===== src/rtl/instr_fetch.sv =====
`timescale 1ns / 1ps
`default_nettype none
// ============================================================================
// Module   : instr_fetch
// Brief    : Fetch stage with IF/ID register, stall hold buffer and redirect drain
// Revision : 1.0
// ============================================================================
module instr_fetch (
  input  logic        clk,
  input  logic        reset,
  input  logic        stall,
  input  logic        addr_sel,
  input  logic        br_sel,
  input  logic        special_addr_sel,
  input  logic        flush,
  input  logic [18:0] cond_offset_raw,
  input  logic [25:0] br_offset_raw,
  input  logic [63:0] br_target_reg,
  output logic        imem_req,
  output logic [63:0] imem_addr,
  input  logic        imem_ack,
  input  logic [31:0] imem_rdata,
  output logic [31:0] instruction,
  output logic [63:0] pc_id,
  output logic        valid_id
);

  typedef enum logic [1:0] {
    FETCH = 2'd0,
    HOLD  = 2'd1,
    DRAIN = 2'd2
  } state_t;

  state_t      state_q, state_d;
  logic [63:0] pc_q, pc_d;
  logic [63:0] drain_addr_q, drain_addr_d;
  logic [31:0] hold_buf_q, hold_buf_d;
  logic [31:0] instr_q, instr_d;
  logic [63:0] pc_id_q, pc_id_d;
  logic        valid_q, valid_d;

  logic        redirect;
  logic [63:0] target;
  logic [63:0] cond_off;
  logic [63:0] br_off;

  assign cond_off = {{43{cond_offset_raw[18]}}, cond_offset_raw, 2'b00};
  assign br_off   = {{36{br_offset_raw[25]}}, br_offset_raw, 2'b00};

  // A bubble in IF/ID can never redirect, whatever decode drives on addr_sel.
  assign redirect = addr_sel & valid_q & ~stall;

  always_comb begin
    target = pc_id_q + cond_off;
    if (special_addr_sel) begin
      target = br_target_reg;
    end else if (br_sel) begin
      target = pc_id_q + br_off;
    end
  end

  always_comb begin
    state_d      = state_q;
    pc_d         = pc_q;
    drain_addr_d = drain_addr_q;
    hold_buf_d   = hold_buf_q;
    instr_d      = instr_q;
    pc_id_d      = pc_id_q;
    valid_d      = valid_q;

    case (state_q)
      FETCH: begin
        if (redirect) begin
          pc_d    = target;
          instr_d = 32'h0;
          valid_d = 1'b0;
          if (!imem_ack) begin
            // Request already issued: keep presenting it until the ack arrives.
            drain_addr_d = pc_q;
            state_d      = DRAIN;
          end
        end else if (imem_ack) begin
          pc_d = pc_q + 64'd4;
          if (stall) begin
            hold_buf_d = imem_rdata;
            state_d    = HOLD;
          end else if (flush) begin
            instr_d = 32'h0;
            valid_d = 1'b0;
          end else begin
            instr_d = imem_rdata;
            pc_id_d = pc_q;
            valid_d = 1'b1;
          end
        end else if (!stall) begin
          instr_d = 32'h0;
          valid_d = 1'b0;
        end
      end

      HOLD: begin
        if (redirect) begin
          pc_d    = target;
          instr_d = 32'h0;
          valid_d = 1'b0;
          state_d = FETCH;
        end else if (!stall) begin
          state_d = FETCH;
          if (flush) begin
            instr_d = 32'h0;
            valid_d = 1'b0;
          end else begin
            instr_d = hold_buf_q;
            pc_id_d = pc_q - 64'd4;
            valid_d = 1'b1;
          end
        end
      end

      DRAIN: begin
        if (redirect) begin
          pc_d    = target;
          instr_d = 32'h0;
          valid_d = 1'b0;
        end else if (!stall) begin
          instr_d = 32'h0;
          valid_d = 1'b0;
        end
        if (imem_ack) begin
          state_d = FETCH;
        end
      end

      default: begin
        state_d = FETCH;
      end
    endcase
  end

  always_ff @(posedge clk or posedge reset) begin
    if (reset) begin
      state_q      <= FETCH;
      pc_q         <= 64'h0;
      drain_addr_q <= 64'h0;
      hold_buf_q   <= 32'h0;
      instr_q      <= 32'h0;
      pc_id_q      <= 64'h0;
      valid_q      <= 1'b0;
    end else begin
      state_q      <= state_d;
      pc_q         <= pc_d;
      drain_addr_q <= drain_addr_d;
      hold_buf_q   <= hold_buf_d;
      instr_q      <= instr_d;
      pc_id_q      <= pc_id_d;
      valid_q      <= valid_d;
    end
  end

  assign imem_req    = (state_q != HOLD);
  assign imem_addr   = (state_q == DRAIN) ? drain_addr_q : pc_q;
  assign instruction = instr_q;
  assign pc_id       = pc_id_q;
  assign valid_id    = valid_q;

endmodule
`default_nettype wire


===== config.mk =====
export PLATFORM = sky130hd
export DESIGN_NAME = instr_fetch
export DESIGN_NICKNAME = d
export VERILOG_FILES = /design/src/rtl/instr_fetch.sv
export SDC_FILE = /design/constraint.sdc
export NUM_CORES = 1
export LEC_CHECK = 0
export ABC_CLOCK_PERIOD_IN_PS = 10900
export BUFFER_PORTS_ARGS = -buffer_cell sky130_fd_sc_hd__clkbuf_2
export CORE_MARGIN = 1
export CORE_UTILIZATION = 40
export CTS_BUF_LIST = sky130_fd_sc_hd__clkbuf_8
export CTS_CLUSTER_DIAMETER = 100
export DETAILED_ROUTE_END_ITERATION = 12
export PLACE_DENSITY = 0.59
export REMOVE_ABC_BUFFERS = 1
export SKIP_CTS_REPAIR_TIMING = 1
export SLEW_MARGIN = 10
export SYNTH_ARGS = -nofsm -noshare
export SYNTH_HDL_FRONTEND = slang
export SYNTH_SLANG_ARGS = --single-unit

===== constraint.sdc =====
create_clock -name clk -period 10.9 [get_ports clk]
set_clock_uncertainty 0.1 [all_clocks]
set_input_delay 1.635 -clock clk [delete_from_list [all_inputs] [get_ports clk]]
set_output_delay 1.635 -clock clk [all_outputs]
set_load 0.05 [all_outputs]

==> run_results.csv, run 1 <==
group,metric,value,unit
global_route,grt_pass1_vias,16383,
critical_path,crit_family,"compound AO/OA/AOI/OAI gates",
critical_path,critPathLaunch,"br_sel",
pwr,p_leak,9.132,nW
synthesis,synth_top_area_frac,0.3606,
hold_path,hold_end,"instruction[8]$_DFFE_PP0P_",
pwr,power_density,335.4,nW/um^2
hold_path,hp-class,"reg -> reg",
hold_path,hold_depth,2,
die,core-area,44320,sq um
synthesis,ys_ff_latch,259,
synthesis,synthTopCellsByArea,"dfrtp_1, mux2_2, nand2_1, o21ai_0, ha_1",
sta,finalSetupViolCount,0,
clock_network,cts-htree-levels,2,
critical_path,startpoint_type,"input pin",
hold_path,min_from,"instruction[8]$_DFFE_PP0P_",
drt,wl,62.34,mm
synthesis,ys.flop_type,"dfrtp_1",
die,initial_core_util,0.4056,
sta,fin_crit,5.390,ns
drt,dr.pass1.iters,7,
critical_path,worstPathRequired,11.33,ns
clock_network,cts_buffers,48,
sta,worst_pin_slew,1.157,ns
final_layout,drive_gt1_frac,0.2711,
pwr,switching_share,0.5391,
placed_design,numPortBuffers,310,
clock_network,clk_pin_slew,0.06,ns
synthesis,synth_area,17970,sq um
critical_path,cp_cell_sequence,"clkbuf_2, nand2b_1, nand2_1, buf_4, ha_1, and2_1, a21o_1, a311oi_1, o21ai_0, a21boi_0, nand2_1, a21boi_1, o41ai_1, mux2i_1, nor4_1",
critical_path,end_kind,"flop",
die,fp-row-count,77,
synthesis,synthCells,2037,
pwr,switchingPower,3.757,mW
global_route,grt_max_degree,154,
placed_design,gp_congestion,0.9222,
pwr,p_int,3.211,mW
die,die_w,214.0,um
synthesis,yosysSeqAreaShare,0.3606,
pwr,pwr-share-clk,0.139,
synthesis,synth.largest_area_cell,"dfrtp_1",
clock_network,cts-root-buf,"clkbuf_8",
pwr,peakVddDrop,0.0001776,V
synthesis,syn_area_per_cell,8.824,sq um
critical_path,ff2ff_path_depth,12,
pwr,pwr-share-comb,0.577,
final_layout,n_fill_cell,4391,
critical_path,cp_slowest_stage_delay,0.43,ns
pwr,power_frac_seq,0.284,
sta,grt_setup_unrepaired,"no",
clock_network,cts_buffer_depth,3,
synthesis,ys_types,82,
sta,period_share,0.4945,
global_route,grt_pass1_wl,97.38,mm
die,ios,311,
die,die_y,214.0,um
critical_path,worstPathMaxFanout,37,
drt,wl_per_cell,21.68,um
global_route,grt_use_total,0.2699,
critical_path,worst_path_most_repeated_cell,"nand2_1",
global_route,gr-total-overflow,0,
drt,antenna_left,0,
critical_path,critical_path_depth,15,
clock_network,cts_tree,"yes",
job,maxCapViolCount,0,
synthesis,async_reset_ff_frac,1.000,
status,status,"finished, final reports clean",
critical_path,worstReg2RegEnd,"pc_id[60]$_DFFE_PP0P_",
critical_path,path_buf_inv,2,
critical_path,critPathArrivalTime,5.82,ns
synthesis,yosys_warnings,0,
final_layout,syn_to_final_growth,15.57,%
placed_design,hpwl,44.88,mm
critical_path,worstReg2RegStart,"state_q[1]$_DFFE_PP0P_",
sta,max_freq,185.5,MHz
clock_network,cts_sinks,259,
sta,slew_headroom,0.2287,
final_layout,nets,2468,
sta,tns,0,ns
critical_path,critPathKind,"in -> reg",
synthesis,synth_edf_count,0,
global_route,antenna_found_initial,1,
sta,hold_violations,0,
die,die_area,45790,sq um
drt,vias,16715,
drt,drt-initial-drc-count,1273,
drt,viasPerCell,5.814,
critical_path,rrSetupSlack,6.61,ns
critical_path,critical_path.slowest_cell,"nand2b_1",
clock_network,insertion_delay,0.65,ns
sta,maxSlewViolCount,0,
drt,drc_errors,0,
sta,hold_ws,0.3786,ns
final_layout,diodes,0,
==> final cells by class <==
| type | instances | area, sq um | share of cell area |
|---|---|---|---|
| Inverter | 20 | 82.58 | 0.003975 |
| Clock buffer | 59 | 812.0 | 0.03909 |
| Clock inverter | 23 | 147.6 | 0.007107 |
| Sequential cell | 259 | 6481 | 0.3120 |
| Tap cell | 592 | 740.7 | 0.03566 |
| Multi-Input combinational cell | 1594 | 10810 | 0.5203 |
| Timing Repair Buffer | 328 | 1702 | 0.08191 |
==> tightest hold or removal path, stage by stage (launching register included) <==
cell     delay [ns]
dfrtp_1        0.33
nand2_1        0.04
o21ai_0        0.06
==> power by group through the flow <==
stage / Sequential (mW) / Clock (mW) / Combinational [mW]
after CTS: 1.96 / 0.996 / 4.02
after global routing: 2.04 / 1.03 / 4.34
after global placement: 1.96 / 0 / 3.98
after detailed placement: 1.98 / 0 / 4.00
final: 1.98 / 0.971 / 4.02
after floorplan: 2.34 / 0 / 2.47
==> sequential cells by signal, summed over array words and instances (netlist names) <==
name	cells
drain_addr_q	64
pc_id	64
pc_q	64
hold_buf_q	32
instruction	32
state_q	2
valid_id	1
==> cell families (layout without fill, tap and decap cells) <==
kind of cell	Yosys count	in the layout	share of synthesized area
compound gates	590	590	0.2019
simple gates	632	632	0.1749
mux	194	194	0.1205
flops	259	259	0.3606
fa+ha+maj	68	68	0.04775
xor+xnor	110	110	0.05360
buf+inv	184	430	0.04072
==> placed cells by master, fill, tap and decap left out, types with 15 or more instances in the layout <==
cell type  count
a22oi_1       38
nand3_1       53
a21o_1        27
buf_4         18
nor2_1       115
clkbuf_8      59
nand2_1      245
dfrtp_1      259
a31oi_1       23
ha_1          66
xor2_1        40
inv_1         36
a211oi_1      16
clkbuf_2     309
mux2_2       179
mux2i_1       15
o21ai_1       20
xnor2_1       70
nor3_1        48
o22ai_1       25
and3_1        31
nor2b_1       17
nand4_1       32
a21oi_1      159
o21ai_0      171
==> per-stage QoR <==
stage	power (mW)	utilization	cell area (sq um)	setup slack, ns	std cells
6_report	6.968	0.4687	20770	5.510	2875
4_1_cts	6.976	0.4687	20770	5.550	2875
5_1_grt	7.409	0.4687	20770	5.140	2875
2_1_floorplan	4.811	-	17320	2.038	1873
3_5_place_dp	5.979	0.4471	19810	4.900	2793
3_3_place_gp	5.943	0.4471	19810	5.052	2793
==> cells in the mapped netlist (6+ instances only) <==
master and number:
and2_1 6, ha_1 67, a21oi_1 159, inv_1 20, o21bai_1 13, a22oi_1 38, xnor2_1 70, nand4_1 32
mux2_2 179, or3_1 13, a21o_1 27, mux2i_1 15, nor4_1 14, dfrtp_1 259, o22ai_1 26, a31oi_1 23
nor3_1 49, buf_1 6, a221oi_1 8, o21ai_1 20, clkbuf_1 140, buf_2 12, nand2b_1 9, o211ai_1 12
o21ai_0 171, and3_1 31, a211oi_1 16, nor2_1 116, xor2_1 40, nor2b_1 17, nand2_1 245, o21a_1 12
nand3_1 53, o31ai_1 11
==> how the worst max path moves through the flow <==
stage | end
final | pc_q[63]$_DFFE_PP0P_
after detailed placement | pc_q[63]$_DFFE_PP0P_
after floorplan | drain_addr_q[0]$_DFFE_PP0P_
after global routing | pc_q[63]$_DFFE_PP0P_
after global placement | pc_q[48]$_DFFE_PP0P_
after CTS | pc_q[63]$_DFFE_PP0P_
==> routing by layer <==
layer / up-vias / GRT usage / routed length (um)
met2: 603 / 0.4110 / 27590
met5: - / 0 / 0
li1: 7846 / - / -
met1: 8154 / 0.3777 / 28190
met4: 0 / 0.1022 / 2088
met3: 112 / 0.05188 / 4478
Note: power is estimated with default switching activity, not from simulation.
==> run 2, diff against run 1 <==
--- a/config.mk
+++ b/config.mk
@@ -5,14 +5,14 @@
 export SDC_FILE = /design/constraint.sdc
 export NUM_CORES = 1
 export LEC_CHECK = 0
-export ABC_CLOCK_PERIOD_IN_PS = 10900
+export ABC_CLOCK_PERIOD_IN_PS = 4900
 export BUFFER_PORTS_ARGS = -buffer_cell sky130_fd_sc_hd__clkbuf_2
 export CORE_MARGIN = 1
 export CORE_UTILIZATION = 40
 export CTS_BUF_LIST = sky130_fd_sc_hd__clkbuf_8
 export CTS_CLUSTER_DIAMETER = 100
 export DETAILED_ROUTE_END_ITERATION = 12
-export PLACE_DENSITY = 0.59
+export PLACE_DENSITY = 0.62
 export REMOVE_ABC_BUFFERS = 1
 export SKIP_CTS_REPAIR_TIMING = 1
 export SLEW_MARGIN = 10
==> constraint.sdc (replaced) <==
create_clock -name clk -period 4.9 [get_ports clk]
set_clock_uncertainty 0.1 [all_clocks]
set_input_delay 0.735 -clock clk [delete_from_list [all_inputs] [get_ports clk]]
set_output_delay 0.735 -clock clk [all_outputs]
set_load 0.05 [all_outputs]
==> run 2 against run 1 <==
Combinational power increased by 130%. Critical path depth unchanged. Sequential power increased by 120%. Flip-flop and latch count unchanged. Highest routed layer is now met5.
==> run_results.csv, run 2 (synthesized netlist as in run 1, its figures left out) <==
group,metric,value,unit
status,status,"finished, final reports clean",
sta,maxSlewViolCount,0,
critical_path,startpoint_type,"input pin",
sta,max_freq,249.8,MHz
global_route,grt_use_total,0.2756,
sta,hold_ws,0.2042,ns
global_route,grt_max_degree,126,
die,fp-row-count,77,
pwr,power_density,755.8,nW/um^2
hold_path,hp-class,"in -> async",
clock_network,cts-htree-levels,2,
clock_network,insertion_delay,0.66,ns
job,maxCapViolCount,0,
die,core-area,44320,sq um
clock_network,clk_pin_slew,0.07,ns
global_route,grt_pass1_wl,99.55,mm
die,ios,311,
critical_path,critPathArrivalTime,4.40,ns
pwr,peakVddDrop,0.0003625,V
placed_design,placed_cells,2827,
drt,antenna_left,0,
drt,wl,63.94,mm
sta,slew_headroom,0.2258,
sta,setup_ws,0.8966,ns
sta,worst_pin_slew,1.161,ns
sta,hold_violations,0,
drt,drc_errors,0,
clock_network,cts_buffer_depth,3,
critical_path,critPathKind,"in -> reg",
sta,fin_crit,4.003,ns
final_layout,nets,2504,
critical_path,worstPathRequired,5.30,ns
critical_path,ff2ff_path_depth,10,
pwr,p_leak,9.389,nW
final_layout,mostFrequentLayoutCells,"clkbuf_2, dfrtp_1, nand2_1",
final_layout,final_cell_count_no_fill,2919,
critical_path,rrSetupSlack,0.98,ns
global_route,antenna_found_initial,2,
sta,tns,0,ns
global_route,gr-total-overflow,0,
placed_design,numPortBuffers,310,
die,initial_core_util,0.4056,
placed_design,hpwl,46.41,mm
critical_path,worstReg2RegEnd,"pc_id[58]$_DFFE_PP0P_",
final_layout,n_fill_cell,4333,
final_layout,drive_gt1_frac,0.2866,
critical_path,worstPathMaxFanout,12,
die,die_w,214.0,um
sta,grt_setup_unrepaired,"no",
clock_network,cts_sinks,259,
die,die_y,214.0,um
critical_path,worstReg2RegStart,"pc_q[11]$_DFFE_PP0P_",
final_layout,syn_to_final_growth,18.18,%
drt,vias,17108,
final_layout,mostFrequentLayoutCell,"clkbuf_2",
clock_network,cts_buffers,50,
sta,finalSetupViolCount,0,
sta,period_share,0.8170,
final_layout,fin_util,0.4793,
placed_design,gp_congestion,0.9686,
clock_network,cts-root-buf,"clkbuf_8",
drt,drt-initial-drc-count,1453,
final_layout,diodes,0,
drt,dr.pass1.iters,6,
critical_path,end_kind,"flop",
clock_network,cts_tree,"yes",
placed_design,place_ws,0.2308,ns
drt,viasPerCell,5.861,
drt,wl_per_cell,21.90,um
die,die_area,45790,sq um
global_route,grt_pass1_vias,16733,
==> run 2: cell count changes in the layout (fill, tap and decap cells not counted) <==
cell / before / now
buf_12: 1 / 2
clkinv_2: 1 / 4
nor2_1: 115 / 114
inv_1: 36 / 33
clkbuf_8: 59 / 65
buf_4: 18 / 51
bufinv_16: 1 / 5
inv_6: 1 / 2
clkinv_8: 2 / 1
nor2_2: 0 / 1
==> run 2: how the worst max path moves through the flow <==
stage,from,end,depth (start not counted)
floorplan,reset,drain_addr_q[0]$_DFFE_PP0P_,1
global placement,br_sel,pc_q[60]$_DFFE_PP0P_,14
detailed placement,br_sel,pc_q[63]$_DFFE_PP0P_,15
CTS,br_sel,pc_q[57]$_DFFE_PP0P_,15
global route,br_sel,pc_q[57]$_DFFE_PP0P_,15
finish,br_sel,pc_q[57]$_DFFE_PP0P_,15
==> run 2: through the flow <==
step | total power, mW | cell area (sq um)
floorplan | 10.70 | 17320
global placement | 13.37 | 20080
detailed placement | 13.47 | 20080
CTS | 16.06 | 21240
global route | 17.06 | 21240
finish | 16.06 | 21240
==> run 2: layout make-up <==
class	instances	area, sq um	area share
Multi-Input combinational cell	1594	10810	0.5089
Sequential cell	259	6481	0.3051
Timing Repair Buffer	362	1969	0.09271
Clock buffer	65	894.6	0.04211
Tap cell	592	740.7	0.03487
Clock inverter	27	264.0	0.01243
Inverter	20	82.58	0.003887
==> run 2: routing by layer <==
layer | track usage | wire length [um]
met5 | 0 | 22
met4 | 0.08609 | 1870
met3 | 0.06155 | 4775
met2 | 0.4358 | 29030
met1 | 0.3731 | 28240
==> run 2: report_power, final <==
group	total (mW)	internal [mW]	switching, mW
Clock	2.52	1.46	1.06
Sequential	4.35	3.12	1.23
Combinational	9.19	3.00	6.19
==> run 2: worst max-delay path: stages <==
cell and delay (ns):
clkbuf_2 0.26, buf_4 0.26, nand2_1 0.08, nand2_1 0.32, ha_1 0.52, and2_1 0.25
a21o_1 0.17, a311oi_1 0.35, o21ai_0 0.15, a21boi_0 0.30, a21oi_1 0.16, nor2_1 0.36
o21ai_0 0.20, xnor2_1 0.20, a21oi_1 0.09
